$ cat src/rtl/aes_pkg.sv
// Shared GF(2^8) helpers, MixColumns coefficients and FSM state type.
package aes_pkg;

  typedef enum logic [1:0] {IDLE, RUN, DONE} state_t;

  // Row-0 coefficient rows; row r uses the same row rotated right by r.
  localparam logic [0:3][7:0] FWD_COEF = {8'h02, 8'h03, 8'h01, 8'h01};
  localparam logic [0:3][7:0] INV_COEF = {8'h0e, 8'h0b, 8'h0d, 8'h09};

  function automatic logic [7:0] xtime(input logic [7:0] x);
    return {x[6:0], 1'b0} ^ (x[7] ? 8'h1B : 8'h00);
  endfunction

  // Shift-and-add multiply; coefficient is a constant, so this folds to XORs.
  function automatic logic [7:0] gf_mul8(input logic [7:0] x, input logic [7:0] c);
    logic [7:0] acc;
    logic [7:0] p;
    acc = '0;
    p   = x;
    for (int i = 0; i < 8; i++) begin
      if (c[i]) acc = acc ^ p;
      p = xtime(p);
    end
    return acc;
  endfunction

endpackage

$ cat src/rtl/mix_column_word.sv
// One-column forward/inverse MixColumns, purely combinational.
module mix_column_word
  import aes_pkg::*;
(
  input  logic [31:0] col_in,
  input  logic        inv,
  output logic [31:0] col_out
);

  logic [0:3][7:0] coef;

  assign coef = inv ? INV_COEF : FWD_COEF;

  // b_r = XOR_j coef[(j-r) mod 4] * a_j ; byte 0 sits in the top bits.
  always_comb begin
    col_out = '0;
    for (int r = 0; r < 4; r++)
      for (int j = 0; j < 4; j++)
        col_out[31-8*r -: 8] = col_out[31-8*r -: 8]
                               ^ gf_mul8(col_in[31-8*j -: 8], coef[(j + 4 - r) % 4]);
  end

endmodule

$ cat src/rtl/mix_columns_iter.sv
// Iterative MixColumns: LANES columns per cycle over an NB-column state.
module mix_columns_iter
  import aes_pkg::*;
#(
  parameter int NB    = 4,
  parameter int LANES = 1
) (
  input  logic            clk,
  input  logic            rst_n,
  input  logic            in_valid,
  output logic            in_ready,
  input  logic            in_inv,
  input  logic [32*NB-1:0] in_state,
  output logic            out_valid,
  input  logic            out_ready,
  output logic [32*NB-1:0] out_state,
  output logic            busy
);

  localparam int GROUPS = NB / LANES;
  localparam int CW     = (GROUPS > 1) ? $clog2(GROUPS) : 1;
  localparam logic [CW-1:0] LAST = CW'(GROUPS - 1);

  if (!((NB == 4 || NB == 6 || NB == 8) && (NB % LANES == 0))) begin : g_bad_param
    $error("mix_columns_iter: NB must be 4/6/8 and divisible by LANES");
  end

  // Ascending packed ranges make work[0][0] the most significant column,
  // so the flat view matches the port packing directly.
  logic [0:GROUPS-1][0:LANES-1][31:0] work;
  logic [0:LANES-1][31:0]             lane_out;
  logic [CW-1:0]                      cnt;
  logic                               inv_q;
  state_t                             state, nxt;
  logic                               accept;

  for (genvar l = 0; l < LANES; l++) begin : g_lane
    mix_column_word u_mcw (
      .col_in  (work[cnt][l]),
      .inv     (inv_q),
      .col_out (lane_out[l])
    );
  end

  assign out_state = work;
  assign busy      = (state != IDLE);

  // State register.
  always_ff @(posedge clk or negedge rst_n) begin
    if (!rst_n) state <= IDLE;
    else        state <= nxt;
  end

  // Next state and handshake outputs; DONE can hand straight back to RUN.
  always_comb begin
    nxt       = state;
    in_ready  = 1'b0;
    out_valid = 1'b0;
    accept    = 1'b0;
    case (state)
      IDLE: begin
        in_ready = 1'b1;
        if (in_valid) begin
          accept = 1'b1;
          nxt    = RUN;
        end
      end
      RUN: if (cnt == LAST) nxt = DONE;
      DONE: begin
        out_valid = 1'b1;
        if (out_ready) begin
          in_ready = 1'b1;
          if (in_valid) begin
            accept = 1'b1;
            nxt    = RUN;
          end else begin
            nxt = IDLE;
          end
        end
      end
      default: nxt = IDLE;
    endcase
  end

  // Working register, mode latch and group counter; transform in place.
  always_ff @(posedge clk or negedge rst_n) begin
    if (!rst_n) begin
      work  <= '0;
      cnt   <= '0;
      inv_q <= 1'b0;
    end else if (accept) begin
      work  <= in_state;
      inv_q <= in_inv;
      cnt   <= '0;
    end else if (state == RUN) begin
      work[cnt] <= lane_out;
      if (cnt != LAST) cnt <= cnt + 1'b1;
    end
  end

endmodule

$ cat config.mk
export PLATFORM = sky130hd
export DESIGN_NAME = mix_columns_iter
export DESIGN_NICKNAME = d
export VERILOG_FILES = /design/src/rtl/aes_pkg.sv /design/src/rtl/mix_column_word.sv /design/src/rtl/mix_columns_iter.sv
export SDC_FILE = /design/constraint.sdc
export NUM_CORES = 1
export LEC_CHECK = 0
export ABC_CLOCK_PERIOD_IN_PS = 3600
export BUFFER_PORTS_ARGS = -buffer_cell sky130_fd_sc_hd__buf_4
export CAP_MARGIN = 20
export CORE_AREA = 2 2 108 162
export DETAILED_ROUTE_END_ITERATION = 10
export DIE_AREA = 0 0 110 164
export PLACE_DENSITY = 0.81
export SLEW_MARGIN = 10
export SYNTH_ARGS = -nofsm -noshare
export SYNTH_HDL_FRONTEND = slang
export SYNTH_SLANG_ARGS = --single-unit
$ cat constraint.sdc
create_clock -name clk -period 3.6 [get_ports clk]
set_clock_uncertainty 0.2 [all_clocks]
set_input_delay 0.72 -clock clk [delete_from_list [all_inputs] [get_ports clk]]
set_output_delay 0.72 -clock clk [all_outputs]
set_load 0.01 [all_outputs]
; ---- Word level (Yosys, flattened, before mapping)
; Index checks and enable logic that the tools add are counted.
; Widths: inputs -> output; s select.
[op_classes]
addsub = 1
order_cmp = 2
n_eq_ne = 7
n_mux = 179
bitwise_logic = 153
n_reduce_logical = 7
[op_table]
columns = cell, n
row1 = $xor 8x8->8, 152
row2 = $mux 8, 128
row3 = $mux 128, 2
row4 = $mux 5, 28
row5 = $bwmux 128, 1
row6 = $mux 32, 3
row7 = $bmux 32 s2, 1
row8 = $demux 32 s2, 1
row9 = $mux 28, 1
row10 = $mux 2, 6
row11 = $ne 2x2->1 const B, 4
row12 = $pmux 2 s3, 1
row13 = $reduce_bool 2->1, 3
row14 = $mux 1, 5
row15 = $eq 2x2->1 const B, 2
row16 = $pmux 1 s2, 2
row17 = $ge 3x3->1 const B, 1
row18 = $lt 3x1->1 const B, 1
row19 = $not 2->3, 1
row20 = $reduce_and 3->1, 1
row21 = $add 2x1->2 const B, 1
row22 = $eq 2x1->1 const B, 1
row23 = $logic_not 2->1, 1
row24 = $reduce_and 2->1, 1
row25 = $logic_and 1x1->1, 1
[word_totals]
reg_bits = 133
in_bits = 133
output_inout_bits = 131
word_cells = 356

; ---- Longest topological paths before layout
[depth]
depth_word = 26
depth_mapped = 11
depth_no_buf = 7

; ---- Modules after synthesis
; A second synthesis with hierarchy kept.
[hier_totals]
cells_unflattened = 726
hier_area_um2 = 9789.4
[modules_own_cells]
columns = mod, n_inst, cells_per_inst, area_each_um2, seq_area_each_um2
row1 = mix_columns_iter, 1, 492, 7398.3, 3328.2
row2 = mix_column_word, 1, 234, 2391.0, 0.0

; ---- Worst setup path before layout
; Ideal clock, no wire load.
[synth_path]
path_kind = reg2reg
start = register cnt[0]
end = register work, in the netlist out_state[19]
setup_ns = 0.132
t_arrival_ns = 2.936
t_required_ns = 3.268
setup_slack_ns = 0.332
stages_incl_launch_ff = 11
path_buffers = 3
synth_period_minus_slack_ns = 3.268
path_cell_list = dfrtp_1 buf_6 buf_12 buf_8 mux4_2 xor2_1 xor3_2 xnor3_1 nor2_1 xnor2_1 o21ai_0
[synth_via]
elab_chain_cells = 26
elab_cells_between_ends = 131
classes_between = order compare: 2 / mux: 68 / bitwise: 60 / reduce/logical: 1
[synth_rtl]
columns = element, line
row1 = "start, declared", mix_columns_iter.sv:32  ; logic [CW-1:0] cnt;
row2 = "start signal, assigned", mix_columns_iter.sv:97  ; if (cnt != LAST) cnt <= cnt + 1'b1;
row3 = $not 2->3 (implied by the code) (*), "mix_columns_iter.sv:39, mix_columns_iter.sv:96"
row4 = $bmux 32 s2, mix_columns_iter.sv:39  ; .col_in (work[cnt][l]),
row5 = $mux 32 (implied by the code) (2 in series), mix_columns_iter.sv:39
row6 = $mux 5, aes_pkg.sv:11  ; return {x[6:0], 1'b0} ^ (x[7] ? 8'h1B : 8'h00);
row7 = $xor 8x8->8, aes_pkg.sv:11
row8 = $xor 8x8->8, aes_pkg.sv:21  ; if (c[i]) acc = acc ^ p;
row9 = $mux 8, aes_pkg.sv:21
row10 = $xor 8x8->8, aes_pkg.sv:21
row11 = (+7 left out), --
row12 = $xor 8x8->8, aes_pkg.sv:21
row13 = $mux 8, aes_pkg.sv:21
row14 = $xor 8x8->8, aes_pkg.sv:21
row15 = $mux 8, aes_pkg.sv:21
row16 = $xor 8x8->8 (3 in series), mix_column_word.sv:20  ; ^ gf_mul8(col_in[31-8*j -: 8], coef[(j + 4 - r) % 4]);
row17 = $bwmux 128 (*), mix_columns_iter.sv:96  ; work[cnt] <= lane_out;
row18 = $mux 128 (*), mix_columns_iter.sv:95  ; end else if (state == RUN) begin
row19 = $mux 128 (*), mix_columns_iter.sv:91  ; end else if (accept) begin
row20 = "end signal, assigned", mix_columns_iter.sv:92  ; work <= in_state;
row21 = "end signal, assigned by index", mix_columns_iter.sv:96
row22 = "end, declared", mix_columns_iter.sv:30  ; logic [0:GROUPS-1][0:LANES-1][31:0] work;
; Every way passes the cells marked *; elsewhere a longest branch is shown, timed or not. The select of a mux whose other input is x is not followed.
; A chain may end at the register's enable or synchronous reset.

; ---- Final worst setup path
[layout_path]
start = register cnt[0]
end = register work, in the netlist out_state[85]
[layout_via]
elab_chain_cells = 25
elab_cells_between_ends = 127
classes_between = order compare: 2 / mux: 64 / bitwise: 60 / reduce/logical: 1
[layout_rtl]
columns = element, line
row1 = $not 2->3 (implied by the code) (*), "mix_columns_iter.sv:39, mix_columns_iter.sv:96"
row2 = $bmux 32 s2, mix_columns_iter.sv:39
row3 = $mux 32 (implied by the code) (2 in series), mix_columns_iter.sv:39
row4 = $mux 8 (tied with other cells), aes_pkg.sv:21
row5 = "$xor 8x8->8, on equally long branches", "aes_pkg.sv:21, aes_pkg.sv:11"
row6 = $mux 8 or $xor 8x8->8 (tied branches), "aes_pkg.sv:21, aes_pkg.sv:11"
row7 = $xor 8x8->8, aes_pkg.sv:21
row8 = $mux 8, aes_pkg.sv:21
row9 = (+6 left out), --
row10 = $xor 8x8->8, aes_pkg.sv:21
row11 = $mux 8, aes_pkg.sv:21
row12 = $xor 8x8->8, aes_pkg.sv:21
row13 = $mux 8, aes_pkg.sv:21
row14 = $xor 8x8->8 (3 in series), mix_column_word.sv:20
row15 = $bwmux 128 (*), mix_columns_iter.sv:96
row16 = $mux 128 (*), mix_columns_iter.sv:95
row17 = $mux 128 (*), mix_columns_iter.sv:91
; Marked as above.

==> impl_results.html <==
<table>
<tr><th>Metric</th><th>Value</th></tr>
<tr><th colspan="2">Setup path</th></tr>
<tr><td>Critical Path Start Type</td><td>flop</td></tr>
<tr><td>Worst reg-to-reg path cell count</td><td>9</td></tr>
<tr><td>Required time of the worst setup path</td><td>around 3.7 ns</td></tr>
<tr><td>Type of the worst setup path</td><td>reg2reg</td></tr>
<tr><td>Cell family with the largest share of critical-path delay</td><td>XOR/XNOR gates</td></tr>
<tr><td>Sum of buffers and inverters on the critical path</td><td>2</td></tr>
<tr><td>Beginning of the worst register-to-register path</td><td>cnt[0]</td></tr>
<tr><td>Largest stage delay on the critical path</td><td>approximately 0.60 ns</td></tr>
<tr><td>Setup slack, reg-to-reg</td><td>-0.05 ns</td></tr>
<tr><td>Most Frequent Cell on Critical Path</td><td>xnor3_1</td></tr>
<tr><td>Capture point of the worst reg-to-reg path</td><td>out_state[85]</td></tr>
<tr><td>Category of the worst setup path capture point</td><td>flop</td></tr>
<tr><td>Critical-path maximum fanout</td><td>20</td></tr>
<tr><td>Library cell contributing the largest single delay on the critical path</td><td>mux4_2</td></tr>
<tr><td>Data arrival time at the worst-slack endpoint</td><td>roughly 3.7 ns</td></tr>
<tr><td>Cell-by-cell trace of the critical path</td><td>buf_12 -&gt; mux4_2 -&gt; xor2_2 -&gt; buf_4 -&gt; xnor3_1 -&gt; xnor3_1 -&gt; nand2_1 -&gt; xnor2_1 -&gt; o21ai_0</td></tr>
<tr><td>Number of logic stages on the critical path including buffering</td><td>9</td></tr>
<tr><th colspan="2">Clock tree</th></tr>
<tr><td>Clock buffers created by TritonCTS</td><td>17</td></tr>
<tr><td>Maximum level of the CTS H-tree</td><td>4</td></tr>
<tr><td>Number of hold-repair buffers added at the cts stage</td><td>0</td></tr>
<tr><td>Max Root-Sink Buffers</td><td>2</td></tr>
<tr><td>CTS Root Buffer Type</td><td>clkbuf_16</td></tr>
<tr><td>Post-CTS clock slew at the launch and capture registers of the worst setup and hold paths</td><td>0.06 ns</td></tr>
<tr><td>CTS sink count</td><td>133</td></tr>
<tr><td>CTS tree</td><td>yes</td></tr>
<tr><td>Source-to-sink clock delay at the later pin of the worst-skew pair</td><td>0.43 ns</td></tr>
<tr><th colspan="2">Yosys</th></tr>
<tr><td>Most used DFF post-synth</td><td>dfrtp_1</td></tr>
<tr><td>Warning count from the yosys run</td><td>0</td></tr>
<tr><td>Complex-gate fraction of the synthesized area</td><td>0.191</td></tr>
<tr><td>Multiplexer fraction of the synthesized cell area</td><td>0.0927</td></tr>
<tr><td>Post-Syn Area</td><td>8670 um2</td></tr>
<tr><td>Post-Synthesis Net Count</td><td>895</td></tr>
<tr><td>Post-synthesis average cell area</td><td>11.4 um2</td></tr>
<tr><td>Post-synth EDFFs</td><td>0</td></tr>
<tr><td>Share of the yosys chip area belonging to registers</td><td>0.384</td></tr>
<tr><td>Fraction of the mapped netlist area in simple logic gates</td><td>0.0218</td></tr>
<tr><td>Top area cells in the synthesized netlist</td><td>dfrtp_1 38%, xnor2_1 13%, a22oi_1 11%</td></tr>
<tr><td>Area share of the largest cell type after synthesis</td><td>0.384</td></tr>
<tr><td>Count of different cell masters after synthesis</td><td>35</td></tr>
<tr><td>Mapped Cells</td><td>758</td></tr>
<tr><td>FFs w/ async S/R, synth</td><td>1.00</td></tr>
<tr><td>Area share of fa/ha/maj cells after synthesis</td><td>0.00577</td></tr>
<tr><td>Post-synthesis cell type with the largest combined area</td><td>dfrtp_1</td></tr>
<tr><td>Synthesized flop and latch total</td><td>133</td></tr>
<tr><td>Largest family of logic cells by synthesized area</td><td>XOR/XNOR gates</td></tr>
<tr><td>Share of the synthesized netlist area taken by xor and xnor gates</td><td>0.265</td></tr>
<tr><th colspan="2">STA</th></tr>
<tr><td>Share of the cycle needed by the critical path after routing</td><td>1.01</td></tr>
<tr><td>Minimum hold slack</td><td>around 0.077 ns</td></tr>
<tr><td>Setup repair after global routing missed its margin</td><td>yes</td></tr>
<tr><td>Final number of hold-violating endpoints</td><td>0</td></tr>
<tr><td>Setup violations, final</td><td>7</td></tr>
<tr><td>Worst Tran Pin Value</td><td>1.16 ns</td></tr>
<tr><td>Slack of the critical path</td><td>-0.0469 ns</td></tr>
<tr><td>Worst slew margin relative to its limit</td><td>0.223</td></tr>
<tr><td>Highest clock rate</td><td>about 0.27 GHz</td></tr>
<tr><td>Min Clock Period, post-route</td><td>3.65 ns</td></tr>
<tr><td>Number of pins exceeding their max-slew limit in the final report</td><td>0</td></tr>
<tr><th colspan="2">Floorplanning</th></tr>
<tr><td>Total Die Area</td><td>18000 um2</td></tr>
<tr><td># IOs</td><td>264</td></tr>
<tr><td>Initial Utilization</td><td>0.522</td></tr>
<tr><td># rows</td><td>58</td></tr>
<tr><td>Core Region</td><td>16600 um2</td></tr>
<tr><td>DIE HEIGHT</td><td>164 um</td></tr>
<tr><td>Horizontal extent of the die</td><td>~110 um</td></tr>
<tr><th colspan="2">Placed design</th></tr>
<tr><td>Port bufs</td><td>263</td></tr>
<tr><td>RePlAce Congestion</td><td>0.983</td></tr>
<tr><td>Dpl hpwl</td><td>around 23 mm</td></tr>
<tr><td>Post-Place Setup Slack</td><td>0.0860 ns</td></tr>
<tr><td>Placed instance count</td><td>about 1200</td></tr>
<tr><th colspan="2">Run status</th></tr>
<tr><td>Violations in the final reports</td><td>negative setup slack</td></tr>
<tr><td>Result of the run</td><td>finished, violations left</td></tr>
<tr><th colspan="2">Final layout</th></tr>
<tr><td>Fin nets</td><td>~1200</td></tr>
<tr><td>Commonest non-fill, non-tap cells in the layout</td><td>303 x buf_4, 132 x dfrtp_1, 128 x a22oi_1, 124 x xnor2_1, 112 x o21ai_0</td></tr>
<tr><td>Core Util, Final</td><td>0.698</td></tr>
<tr><td>Area taken by multi-input logic gates</td><td>5060 um2</td></tr>
<tr><td>Number of filler instances in the final layout</td><td>~1200</td></tr>
<tr><td>Non-Filler Instances</td><td>1241</td></tr>
<tr><td>Share of layout cells above drive strength 1</td><td>0.386</td></tr>
<tr><td>Most common cell after layout, fill and taps aside</td><td>buf_4</td></tr>
<tr><td>Register area</td><td>3330 um2</td></tr>
<tr><td>Antenna diodes</td><td>0</td></tr>
<tr><td>Layout overhead on the synthesized area</td><td>33.7%</td></tr>
<tr><th colspan="2">Hold path</th></tr>
<tr><td>Class of the worst hold path</td><td>in2async</td></tr>
<tr><th colspan="2">Global routing</th></tr>
<tr><td>Grt ovf</td><td>0</td></tr>
<tr><td>Total Routing Usage GR</td><td>0.362</td></tr>
<tr><td>Vias in the first global route</td><td>between 8000 and 9000</td></tr>
<tr><td>Wire length of the first global-routing pass</td><td>48.0 mm</td></tr>
<tr><td>Largest net degree at the start of global routing</td><td>82</td></tr>
<tr><td>Initial antenna violation count</td><td>0</td></tr>
<tr><th colspan="2">Job</th></tr>
<tr><td>MaxCap Viol Count</td><td>0</td></tr>
<tr><th colspan="2">Drt</th></tr>
<tr><td>Routed wire length</td><td>32.1 mm</td></tr>
<tr><td>Average via count per standard cell</td><td>6.45</td></tr>
<tr><td>DRC Markers</td><td>0</td></tr>
<tr><td>Detailed Route Iter0 Violations</td><td>862</td></tr>
<tr><td>Final routed wire length divided by cell count</td><td>25.9 um</td></tr>
<tr><td>Count of antenna-violating nets left after detailed routing</td><td>0</td></tr>
<tr><td>Count of TritonRoute iterations in the first routing pass</td><td>8</td></tr>
<tr><td>Count of vias placed by the detailed router</td><td>8007</td></tr>
</table>
## worst register-to-register path, cell delays in order, from the launching register on
cell     delay [ns]
dfrtp_2        0.45
buf_12         0.22
mux4_2         0.62
xor2_2         0.26
buf_4          0.19
xnor3_1        0.44
xnor3_1        0.41
nand2_1        0.11
xnor2_1        0.42
o21ai_0        0.18
## repair_timing
action | 4_1_cts | 5_1_grt
endpoints found under the setup margin | 0 | 28
setup buffers | 0 | 7
resized for setup | 0 | 3
## how the worst max path moves through the flow
| stage | from | end | slack [ns] |
|---|---|---|---|
| 4_1_cts | cnt[0] | out_state[85] | 0.05 |
| 6_report | cnt[0] | out_state[85] | -0.05 |
| 3_5_place_dp | cnt[0] | out_state[85] | 0.09 |
| 2_1_floorplan | cnt[0] | out_state[19] | 0.33 |
| 3_3_place_gp | cnt[0] | out_state[36] | 0.16 |
| 5_1_grt | cnt[0] | out_state[53] | -0.14 |
## layout make-up
type | instances | share of cell area
clock buffer | 18 | 0.0379
clock inverter | 14 | 0.0123
inverter | 5 | 0.00162
multi-input combinational | 555 | 0.437
sequential | 133 | 0.287
tap | 210 | 0.0227
timing repair buffer | 306 | 0.201
## per-layer routing
metal  global-route usage  wire, um  share of wire
met1                0.449     11000           0.34
met2                0.581     16300           0.51
met3               0.0754      2790          0.087
met4                0.207      1970          0.062
met5                    0         0              0
## cell usage after synthesis (2+ instances only)
cell type / count
a21oi_1: 5
xor2_2: 2
xnor2_4: 2
nor2_1: 6
xnor2_1: 125
nor2_2: 2
xor2_1: 39
buf_4: 8
nand2_1: 26
o21ai_0: 112
ha_1: 4
mux4_2: 33
a22oi_1: 128
clkbuf_1: 43
or2_2: 3
and2_1: 2
nor2b_1: 3
dfrtp_1: 133
inv_1: 4
mux2i_1: 6
xnor2_2: 7
buf_2: 9
o21ai_1: 18
xnor3_1: 26
buf_6: 2
## flip-flops by register name (all words and copies together) (netlist names)
| register | count |
|---|---|
| cnt | 2 |
| state | 2 |
| inv_q | 1 |
| out_state | 128 |
## through the flow
| stage | setup TNS [ns] | instance area [um2] |
|---|---|---|
| global placement | 0 | 10900 |
| floorplan | 0 | 8670 |
| global route | -1.10 | 11600 |
| CTS | 0 | 11500 |
| detailed placement | 0 | 10900 |
| finish | -0.145 | 11600 |
## logic make-up (layout without fill, tap and decap cells)
group / count (synthesis) / in the layout
fa+ha+maj: 4 / 4
compound gates: 265 / 265
flops: 133 / 133
xor+xnor: 204 / 204
simple gates: 43 / 43
mux: 39 / 39
buf+inv: 70 / 343
Power is left out: the tool's default activity adds up to more than one toggle a clock period on the data nets, which glitch-free logic cannot reach.
